`config.mk`:
```
export PLATFORM = sky130hd
export DESIGN_NAME = mmio_input_ctrl
export DESIGN_NICKNAME = d
export VERILOG_FILES = /design/src/rtl/mmio_input_ctrl.sv
export SDC_FILE = /design/constraint.sdc
export NUM_CORES = 1
export LEC_CHECK = 0
export CORE_MARGIN = 4
export CORE_UTILIZATION = 50
export CTS_CLUSTER_SIZE = 10
export DETAILED_ROUTE_END_ITERATION = 10
export GPL_ROUTABILITY_DRIVEN = 0
export PLACE_DENSITY = 0.84
export SETUP_SLACK_MARGIN = 0.3
export SYNTH_ARGS = -nofsm -noshare
export SYNTH_HDL_FRONTEND = slang
export SYNTH_SLANG_ARGS = --single-unit
```
`constraint.sdc`:
```
create_clock -name clock -period 7.84 [get_ports clock]
set_clock_uncertainty 0.1 [all_clocks]
set_input_delay 1.568 -clock clock [delete_from_list [all_inputs] [get_ports clock]]
set_output_delay 1.568 -clock clock [all_outputs]
set_load 0.03 [all_outputs]
```
`src/rtl/mmio_input_ctrl.sv`:
```
// mmio_input_ctrl: memory-mapped debounced input channels with sticky edge flags, irq mask and press counter
// Ports:
//   clock         sole clock, rising edge
//   reset         asynchronous, active-low
//   btn_in        raw asynchronous channel inputs
//   address_dmem  processor data word address
//   wren          processor write enable
//   data          processor write data
//   q_dmem        registered read data (0 when not selected)
//   sel_q         registered: q_dmem comes from this block this cycle
//   irq           registered: any EDGE & MASK bit set
module mmio_input_ctrl #(
    parameter int          NUM_CH          = 4,
    parameter int          DEBOUNCE_CYCLES = 4,
    parameter logic [31:0] BASE_ADDR       = 32'd1000,
    parameter int          CNT_W           = 16
) (
    input  logic              clock,
    input  logic              reset,
    input  logic [NUM_CH-1:0] btn_in,
    input  logic [31:0]       address_dmem,
    input  logic              wren,
    input  logic [31:0]       data,
    output logic [31:0]       q_dmem,
    output logic              sel_q,
    output logic              irq
);
    localparam int DW = DEBOUNCE_CYCLES > 1 ? $clog2(DEBOUNCE_CYCLES) : 1;
    localparam logic [DW-1:0] CMAX = DW'(DEBOUNCE_CYCLES - 1);
    localparam logic [CNT_W-1:0] SAT = '1;

    logic [NUM_CH-1:0] sync1, sync2, level, edge_r, mask, flip, rise, clr;
    logic [DW-1:0]     cnt [NUM_CH];
    logic [CNT_W-1:0]  count, count_base, count_n;
    logic [31:0]       off, rdata;
    logic [5:0]        pop;
    logic [32:0]       sum;
    logic              hit, we, unused_data;

    always_comb begin
        // Unsigned wrap makes this an exact match on BASE_ADDR..BASE_ADDR+3 only.
        off = address_dmem - BASE_ADDR;
        hit = off < 32'd4;
        we = wren && hit;
        unused_data = ^data;
        pop = '0;
        for (int i = 0; i < NUM_CH; i++) begin
            flip[i] = sync2[i] != level[i] && cnt[i] == CMAX;
            pop = pop + 6'(flip[i] & sync2[i]);
        end
        rise = flip & sync2;
        clr = (we && off[1:0] == 2'd1) ? data[NUM_CH-1:0] : '0;
        // A COUNT write restarts from this cycle's presses so none are lost.
        count_base = (we && off[1:0] == 2'd3) ? '0 : count;
        sum = 33'(count_base) + 33'(pop);
        count_n = sum > 33'(SAT) ? SAT : sum[CNT_W-1:0];
        rdata = off[1:0] == 2'd0 ? 32'(level) :
                off[1:0] == 2'd1 ? 32'(edge_r) :
                off[1:0] == 2'd2 ? 32'(mask) : 32'(count);
    end

    always_ff @(posedge clock or negedge reset) begin
        if (!reset) begin
            sync1  <= '0;
            sync2  <= '0;
            level  <= '0;
            edge_r <= '0;
            mask   <= '0;
            count  <= '0;
            q_dmem <= '0;
            sel_q  <= 1'b0;
            irq    <= 1'b0;
            for (int i = 0; i < NUM_CH; i++) cnt[i] <= '0;
        end else begin
            sync1 <= btn_in;
            sync2 <= sync1;
            for (int i = 0; i < NUM_CH; i++)
                cnt[i] <= (sync2[i] == level[i] || flip[i]) ? '0 : cnt[i] + DW'(1);
            level  <= level ^ flip;
            // A rise in the same cycle as its clear keeps the flag set.
            edge_r <= (edge_r & ~clr) | rise;
            if (we && off[1:0] == 2'd2) mask <= data[NUM_CH-1:0];
            count  <= count_n;
            irq    <= |(edge_r & mask);
            sel_q  <= hit && !wren;
            q_dmem <= (hit && !wren) ? rdata : '0;
        end
    end
endmodule

```
==> results of run 1 <==
## worst min-delay path by stage
| stage | start | to | cells past startpoint |
|---|---|---|---|
| floorplan | sync1[0] | sync2[0] | 0 |
| global placement | sync1[0] | sync2[0] | 0 |
| detailed placement | sync1[0] | sync2[0] | 0 |
| CTS | sync1[2] | sync2[2] | 0 |
| global route | sync1[0] | sync2[0] | 0 |
| finish | sync1[0] | sync2[0] | 0 |
## area by class of cell
type                            instances  area [um2]  share of cell area, %
Clock buffer                           12         165                   3.76
Clock inverter                          3        42.5                  0.969
Inverter                               16        60.1                   1.37
Multi-Input combinational cell        253        1840                   41.9
Sequential cell                        62        1550                   35.4
Tap cell                               96         120                   2.74
Timing Repair Buffer                   62         611                   13.9
## sequential cells by signal, summed over array words and instances, names as in the netlist, named ones only
signal and count:
sync2 4, cnt 8, count 16, q_dmem 16
mask 4, sync1 4, irq 1, edge_r 4
sel_q 1
## routing by layer
metal	global-route usage, %	wire, um	vias to the layer above
li1	-	-	1331
met1	24.1	3120	1303
met2	30.5	3730	109
met3	4.31	481	11
met4	5.57	82	0
met5	0	0	-
## stage by stage
stage	utilization [%]	setup slack, ns
3_3_place_gp	60.9	0.711
4_1_cts	63.9	0.879
5_1_grt	63.9	0.556
3_5_place_dp	60.9	0.547
6_report	63.9	0.820
2_1_floorplan	-	1.54
## critical path, cell delays in order
cell	delay, ns
clkdlybuf4s50_1	0.52
inv_1	0.07
ha_1	0.26
nand4b_4	0.24
o311ai_4	0.50
mux2i_1	0.21
nor4b_4	0.41
nand4_4	0.30
nor3_1	0.32
nand2b_1	0.16
fa_1	0.44
fa_1	0.46
fa_1	0.47
nor2_1	0.27
nand2_1	0.18
or4_4	0.66
o21ai_0	0.12
## power groups by stage
stage | clock [mW] | combinational (mW) | sequential [mW]
final | 0.286 | 0.171 | 0.393
after global routing | 0.307 | 0.195 | 0.397
after CTS | 0.291 | 0.172 | 0.392
after detailed placement | 0 | 0.171 | 0.397
after global placement | 0 | 0.162 | 0.393
after floorplan | 0 | 0.123 | 0.386
## kinds of logic after synthesis
family                     synth area share [%]
DFF                                        43.5
and+or+nand+nor                            23.6
muxes                                      5.26
other                                     0.105
xor gates and xnor gates                   4.18
adders and majority gates                  3.79
buffers and inverters                      6.53
AOI/OAI and AO/OA                          13.0
## cells in the final DEF, fill, tap and decap left out, types with 5 or more instances in the layout
cell type and count:
nor3_1 18, nand2_1 29, xnor2_1 10, xor2_1 7
conb_1 16, nor2b_1 5, a21oi_1 6, nand4_1 5
a211oi_1 5, o211ai_1 5, clkdlybuf4s50_1 59, clkbuf_8 12
nand3_1 15, nand2b_1 5, dfrtp_1 62, mux2_2 6
ha_1 6, and2_1 12, o21ai_0 22, inv_1 16
nor2_1 15
==> impl_results.md, run 1 <==
- DR WL/cell: ~15 um
- R2R Path End: count[6]
- Part of the power in registers: 46.2%
- Syn Inst Count: 340
- Worst Path Max Fanout: 14
- Slew headroom: 51.1%
- Status: finished clean
- Synth top cells by count: dfrtp_1 (62), nand2_1 (29), o21ai_0 (22)
- Postcts setup bufs: 0
- Most common cell in the netlist: dfrtp_1
- CTS tree: done
- Worst R2R Start: cnt[2]
- Inst Count DP: between 400 and 500
- Worst Setup SP: address_dmem[3]
- Max-slew violation count: 0
- Post-cts sizing count: 0
- Port Buffers: 60
- Htree depth: 3
- Critical Path RT: between 7 and 8 ns
- Synth Flop Type: dfrtp_1
- TritonCTS buffer count: 9
- Synth warn: 0
- Clock network fraction of total power: between 30 and 40%
- Worst slew pin tran: about 0.73 ns
- Min Tclk post-route: 7.02 ns
- Async set-or-reset flop fraction in the synthesized netlist: 100%
- Routed via count: ~2800
- Crit path DAT: 7.16 ns
- Maximum vdd drop: ~0.09 mV
- Class of the worst hold path: flop to flop
- Pre-antenna DRT Iters: 5
- Clock sinks: between 60 and 70
- Layout cells sized above 1: between 10% and 20%
- Comb pwr share: roughly 20%
- Clk_lat worst skew: 0.33 ns
- Initial antenna violation count: 0
- # nets final: roughly 480
- Synthesized flop and latch total: 62
- Synth top area share: ~44%
- Seq/Total Area, Yosys: 43.5%
- Die ar.: between 8000 and 9000 um2
- ANT cells: 0
- EDFF count, synth: 0
- Final Hold Viols: 0
- Routed Antenna Nets: 0
- Core area: roughly 6900 um2
- NetSw: 0.239 mW
- Crit start category: primary input
- Switching power share of the total: approximately 28%
- Final std cells w/o fill: slightly above 500
- Synthesized area: around 3600 um2
- Final instance area: 4390 um2
- Post-route setup TNS: 0 ns
- First-pass GRT wire length: about 13 mm
- CTS clk-pin slew, worst paths: around 0.07 ns
- Fmax: between 100 and 150 MHz
- Reg2Reg Setup Slack: about 4.3 ns
- Number of max-cap violations: 0
- # DRC: 0
- Synth area leader: dfrtp_1
- Fill cell count: approximately 520
- Worst hold slack: ~0.25 ns
- Die width: slightly above 90 um
- CTS Root Cell: clkbuf_8
- Internal power: just over 0.6 mW
- Placed Area: 4180 um2
- Fin crit share: around 90%
- I/O pin count: 105
- Vias per cell: ~5.5
- Grt ovf: 0
- Leakage power: around 1.8 nW
- Vias in the first global route: around 2700
- Final wirelength: about 7.4 mm
- Synth-to-Final Area Change: 23.1%
- Syn avg cell area: ~10 um2
- Register-to-Register Path Depth: 9
- Final Setup Violations: 0
- Starting Density: 51.9%
- Critical path endpoint: count[6]
- Cell area power density: about 190 nW/um2
- Core Rows: 30
- Overall routing resource usage: 18.4%
- Drt first-iter violations: 239
- Clock buffer depth: 2
- Die height: 92.5 um
- CP Class: primary input to flop
- Synth cell types: between 60 and 70
- DP HPWL: 5.66 mm
- Largest net degree at the start of global routing: between 60 and 70
- Top cells by area, synth: dfrtp_1 (44%), buf_4 (3.8%), o21ai_0 (3.1%), nand2_1 (3.1%), nor3_1 (2.5%)
- RSZ-0062 raised after global routing: false
- CTS Hold Bufs: 0
- CP Capture Type: flop
- Total Power: between 0.8 and 0.9 mW
No activity file was read; power rests on OpenSTA's default activity.
==> run 2, diff against run 1 <==
--- a/config.mk
+++ b/config.mk
@@ -12,6 +12,7 @@
 export GPL_ROUTABILITY_DRIVEN = 0
 export PLACE_DENSITY = 0.84
 export SETUP_SLACK_MARGIN = 0.3
+export SLEW_MARGIN = 0
 export SYNTH_ARGS = -nofsm -noshare
 export SYNTH_HDL_FRONTEND = slang
 export SYNTH_SLANG_ARGS = --single-unit
==> results of run 2 <==
Final layout, timing and power as in run 1 (identical DEF).
==> run 3, diff against run 2 <==
--- a/config.mk
+++ b/config.mk
@@ -5,12 +5,14 @@
 export SDC_FILE = /design/constraint.sdc
 export NUM_CORES = 1
 export LEC_CHECK = 0
+export ABC_AREA = 1
+export CORE_ASPECT_RATIO = 0.7
 export CORE_MARGIN = 4
 export CORE_UTILIZATION = 50
 export CTS_CLUSTER_SIZE = 10
 export DETAILED_ROUTE_END_ITERATION = 10
 export GPL_ROUTABILITY_DRIVEN = 0
-export PLACE_DENSITY = 0.84
+export PLACE_DENSITY = 0.81
 export SETUP_SLACK_MARGIN = 0.3
 export SLEW_MARGIN = 0
 export SYNTH_ARGS = -nofsm -noshare
==> run 3 against run 2 <==
Compared with the run above:
- register-to-register slack better by 0.29 ns
- non-clock buffer count down 1
- design area up 15%
- via count rose by 43%
- routed wire length is 39% higher
- synthesized cell count up 68%
- worst setup slack improved by 0.70 ns
- sequential power is essentially flat
- fmax is 11% higher
- combinational power up 22%
- critical path depth increased by 7
- die area grew 14%
- largest power group is now the clock network
- highest routed layer unchanged
==> impl_results.md, run 3 <==
- Most common cell in the netlist: nand2_1 (was dfrtp_1)
- I/O pin count: 105 (unchanged)
- Post-cts sizing count: 0 (unchanged)
- DP HPWL: 7.77 mm (was 5.66 mm)
- Vias in the first global route: 3834 (was 2720)
- CP Capture Type: flop (unchanged)
- Clock sinks: 62 (unchanged)
- DR WL/cell: 13.9 um (was 14.7 um)
- Routed via count: 3949 (was 2754)
- Synthesized area: 4120 um2 (was 3570 um2)
- Critical Path RT: 7.99 ns (was 7.98 ns)
- CTS Hold Bufs: 0 (unchanged)
- Postcts setup bufs: 0 (unchanged)
- Htree depth: 3 (unchanged)
- Post-route setup TNS: 0 ns (unchanged)
- Grt ovf: 0 (unchanged)
- Fin worst setup slack: 1.52 ns (was 0.820 ns)
- Initial antenna violation count: 0 (unchanged)
- Clk_lat worst skew: 0.33 ns (about the same)
- Port Buffers: 60 (unchanged)
- Synth top cells by count: nand2_1 (133), nor2_1 (86), inv_1 (79) (was dfrtp_1 (62), nand2_1 (29), o21ai_0 (22))
- Die ar.: 9780 um2 (was 8550 um2)
- Synth-to-Final Area Change: 22.9% (was 23.1%)
- Routed Antenna Nets: 0 (unchanged)
- Top cells by area, synth: dfrtp_1 (38%), nand2_1 (12%), nor2_1 (7.8%), inv_1 (7.2%), nand3_1 (5.0%) (was dfrtp_1 (44%), buf_4 (3.8%), o21ai_0 (3.1%), nand2_1 (3.1%), nor3_1 (2.5%))
- Synth cell types: 37 (was 63)
- RSZ-0062 raised after global routing: false (unchanged)
- Clock buffer depth: 2 (unchanged)
- EDFF count, synth: 0 (unchanged)
- Fill cell count: 678 (was 522)
- Synth Flop Type: dfrtp_1 (unchanged)
- Commonest non-fill, non-tap cells in the layout: nand2_1 (133), nor2_1 (86), inv_1 (79), dfrtp_1 (62), clkdlybuf4s50_1 (59) (was dfrtp_1 (62), clkdlybuf4s50_1 (59), nand2_1 (29), o21ai_0 (22), nor3_1 (18))
- Leakage power: 2.47 nW (was 1.84 nW)
- Die height: 83.9 um (was 92.5 um)
- Synthesized flop and latch total: 62 (unchanged)
- ANT cells: 0 (unchanged)
- Largest net degree at the start of global routing: 63 (unchanged)
- # DRC: 0 (unchanged)
- Cell area power density: 204 nW/um2 (was 194 nW/um2)
- Crit path DAT: 6.47 ns (was 7.16 ns)
- Status: finished clean (unchanged)
- # nets final: 715 (was 484)
- Fmax: 158 MHz (was 142 MHz)
- CTS clk-pin slew, worst paths: 0.06 ns (was 0.07 ns)
- TritonCTS buffer count: 9 (unchanged)
- Final wirelength: 10.3 mm (was 7.41 mm)
- Delay-heaviest family, CP: simple AND/OR/NAND/NOR gates (unchanged)
- Min Tclk post-route: 6.32 ns (was 7.02 ns)
- Synth area leader: dfrtp_1 (unchanged)
- CP max-delay cell: clkdlybuf4s50_1 (was or4_4)
- Slew headroom: 50.0% (was 51.1%)
- Die width: 116 um (was 92.5 um)
- Max incr delay on CP: 0.50 ns (was 0.66 ns)
- Worst slew pin tran: 0.751 ns (was 0.734 ns)
- Buf/Inv on CP: 5 (was 2)
- Core Rows: 27 (was 30)
- Fin crit share: 80.6% (was 89.5%)
- Class of the worst hold path: flop to flop (unchanged)
- Synth warn: 0 (unchanged)
- First-pass GRT wire length: 17.2 mm (was 12.8 mm)
- Number of max-cap violations: 0 (unchanged)
- Syn avg cell area: 7.23 um2 (was 10.5 um2)
- Final Hold Viols: 0 (unchanged)
- Starting Density: 51.9% (about the same)
- Seq/Total Area, Yosys: 37.7% (was 43.5%)
- Crit start category: primary input (unchanged)
- Max-slew violation count: 0 (unchanged)
- Overall routing resource usage: 22.0% (was 18.4%)
- Pre-CTS setup slack: 1.29 ns (was 0.547 ns)
- Final Setup Violations: 0 (unchanged)
- Drt first-iter violations: 365 (was 239)
- Syn Inst Count: 570 (was 340)
- Pre-antenna DRT Iters: 6 (was 5)
- CP Class: primary input to flop (unchanged)
- Layout cells sized above 1: 11.1% (was 11.0%)
- CTS tree: done (unchanged)
- Final instance area: 5060 um2 (was 4390 um2)
- Vias per cell: 5.33 (was 5.46)
- Top flop regs: count x16, q_dmem x16, cnt x8 (unchanged)
- Synth top area share: 37.7% (was 43.5%)
- CTS Root Cell: clkbuf_16 (was clkbuf_8)
- Worst hold slack: 0.251 ns (was 0.253 ns)
- Core area: 7940 um2 (was 6870 um2)
- Layout Utilization: 63.8% (was 63.9%)
- Multi-input gate area: 2150 um2 (was 1840 um2)
- CP cell instances: clkdlybuf4s50_1 > inv_1 > ha_1 > inv_1 > nand2_1 > inv_1 > nand2_2 > nand2_1 > nor2_1 > xnor2_1 > nand3_1 > nor2_2 > nand4_4 > nand2_1 > fa_1 > fa_1 > fa_1 > inv_1 > nand3_2 > nor2_4 > nand2_4 > nor2_4 > nand3_4 > nand3_1 (was clkdlybuf4s50_1 > inv_1 > ha_1 > nand4b_4 > o311ai_4 > mux2i_1 > nor4b_4 > nand4_4 > nor3_1 > nand2b_1 > fa_1 > fa_1 > fa_1 > nor2_1 > nand2_1 > or4_4 > o21ai_0)
- Commonest non-fill, non-tap cell in the layout: nand2_1 (was dfrtp_1)
- Storage cell area: 1550 um2 (unchanged)
- Worst Path Max Fanout: 25 (was 14)
- Most Frequent Cell on Critical Path: inv_1 (was fa_1)
- Placed Area: 4730 um2 (was 4180 um2)
- Async set-or-reset flop fraction in the synthesized netlist: 100% (unchanged)
- Maximum vdd drop: 0.138 mV (was 0.0888 mV)
==> run 3: cell count changes in the layout (fill, tap and decap cells not counted), sizes merged, moves of 6 or more <==
| cell | change |
|---|---|
| and2 | -11 |
| mux2 | -6 |
| nor2 | +85 |
| nand4 | +7 |
| o211ai | -6 |
| nand2 | +128 |
| nand3 | +32 |
| inv | +68 |
==> run 3: metal layers <==
metal  global-route usage, %  share of wire [%]
met5                       0                  0
met4                    8.32                2.1
met3                    6.16                8.9
met2                    35.8                 48
met1                    27.6                 41
==> run 3: cells by family (layout without fill, tap and decap cells) <==
family | Yosys count | after routing | share of synthesized area, %
other | 1 | 16 | 0.0910
buffers and inverters | 103 | 158 | 11.6
adders and majority gates | 9 | 9 | 3.28
xor gates and xnor gates | 12 | 12 | 2.55
AOI/OAI and AO/OA | 39 | 39 | 5.32
and+or+nand+nor | 344 | 344 | 39.5
DFF | 62 | 62 | 37.7
==> run 3: path summary, 6_finish.rpt <==
kind	from	to	slack, ns	cells past startpoint
setup / recovery	address_dmem[3]	count[10]	1.52	24
hold / removal	sync1[1]	sync2[1]	0.25	0
setup reg to reg	cnt[6]	count[10]	4.55	12
hold reg to reg	sync1[1]	sync2[1]	0.25	0
max in group asynchronous	reset	q_dmem[7]	5.85	2
min in group asynchronous	reset	sync2[1]	1.30	2
==> run 3: worst register-to-register path: stages, from the launching register on <==
cell and delay, ns:
dfrtp_1 0.38, ha_1 0.23, nand3_1 0.17, fa_1 0.47, fa_1 0.45, fa_1 0.40, inv_1 0.09, nand3_2 0.10
nor2_4 0.19, nand2_4 0.10, nor2_4 0.14, nand3_4 0.23, nand3_1 0.16
==> run 3: area by class of cell <==
cell class              count  area share, %
multi-input cells         420           42.4
flip-flops and latches     62           30.6
repair buffers             61           11.9
inverters                  81           6.01
clock buffers               9           4.45
well taps                 101           2.50
clock inverters             7           2.08
==> run 3: power breakdown <==
group          leakage, nW  switching, mW  internal [mW]
sequential           0.803         0.0288          0.361
combinational         1.51          0.123         0.0859
clock                0.159          0.152          0.283
total                 2.47          0.304          0.730
==> run 3: per-stage QoR <==
stage	instances	total power [mW]
finish	741	1.03
global route	741	1.10
CTS	741	1.04
detailed placement	725	0.601
global placement	725	0.588
floorplan	585	0.539
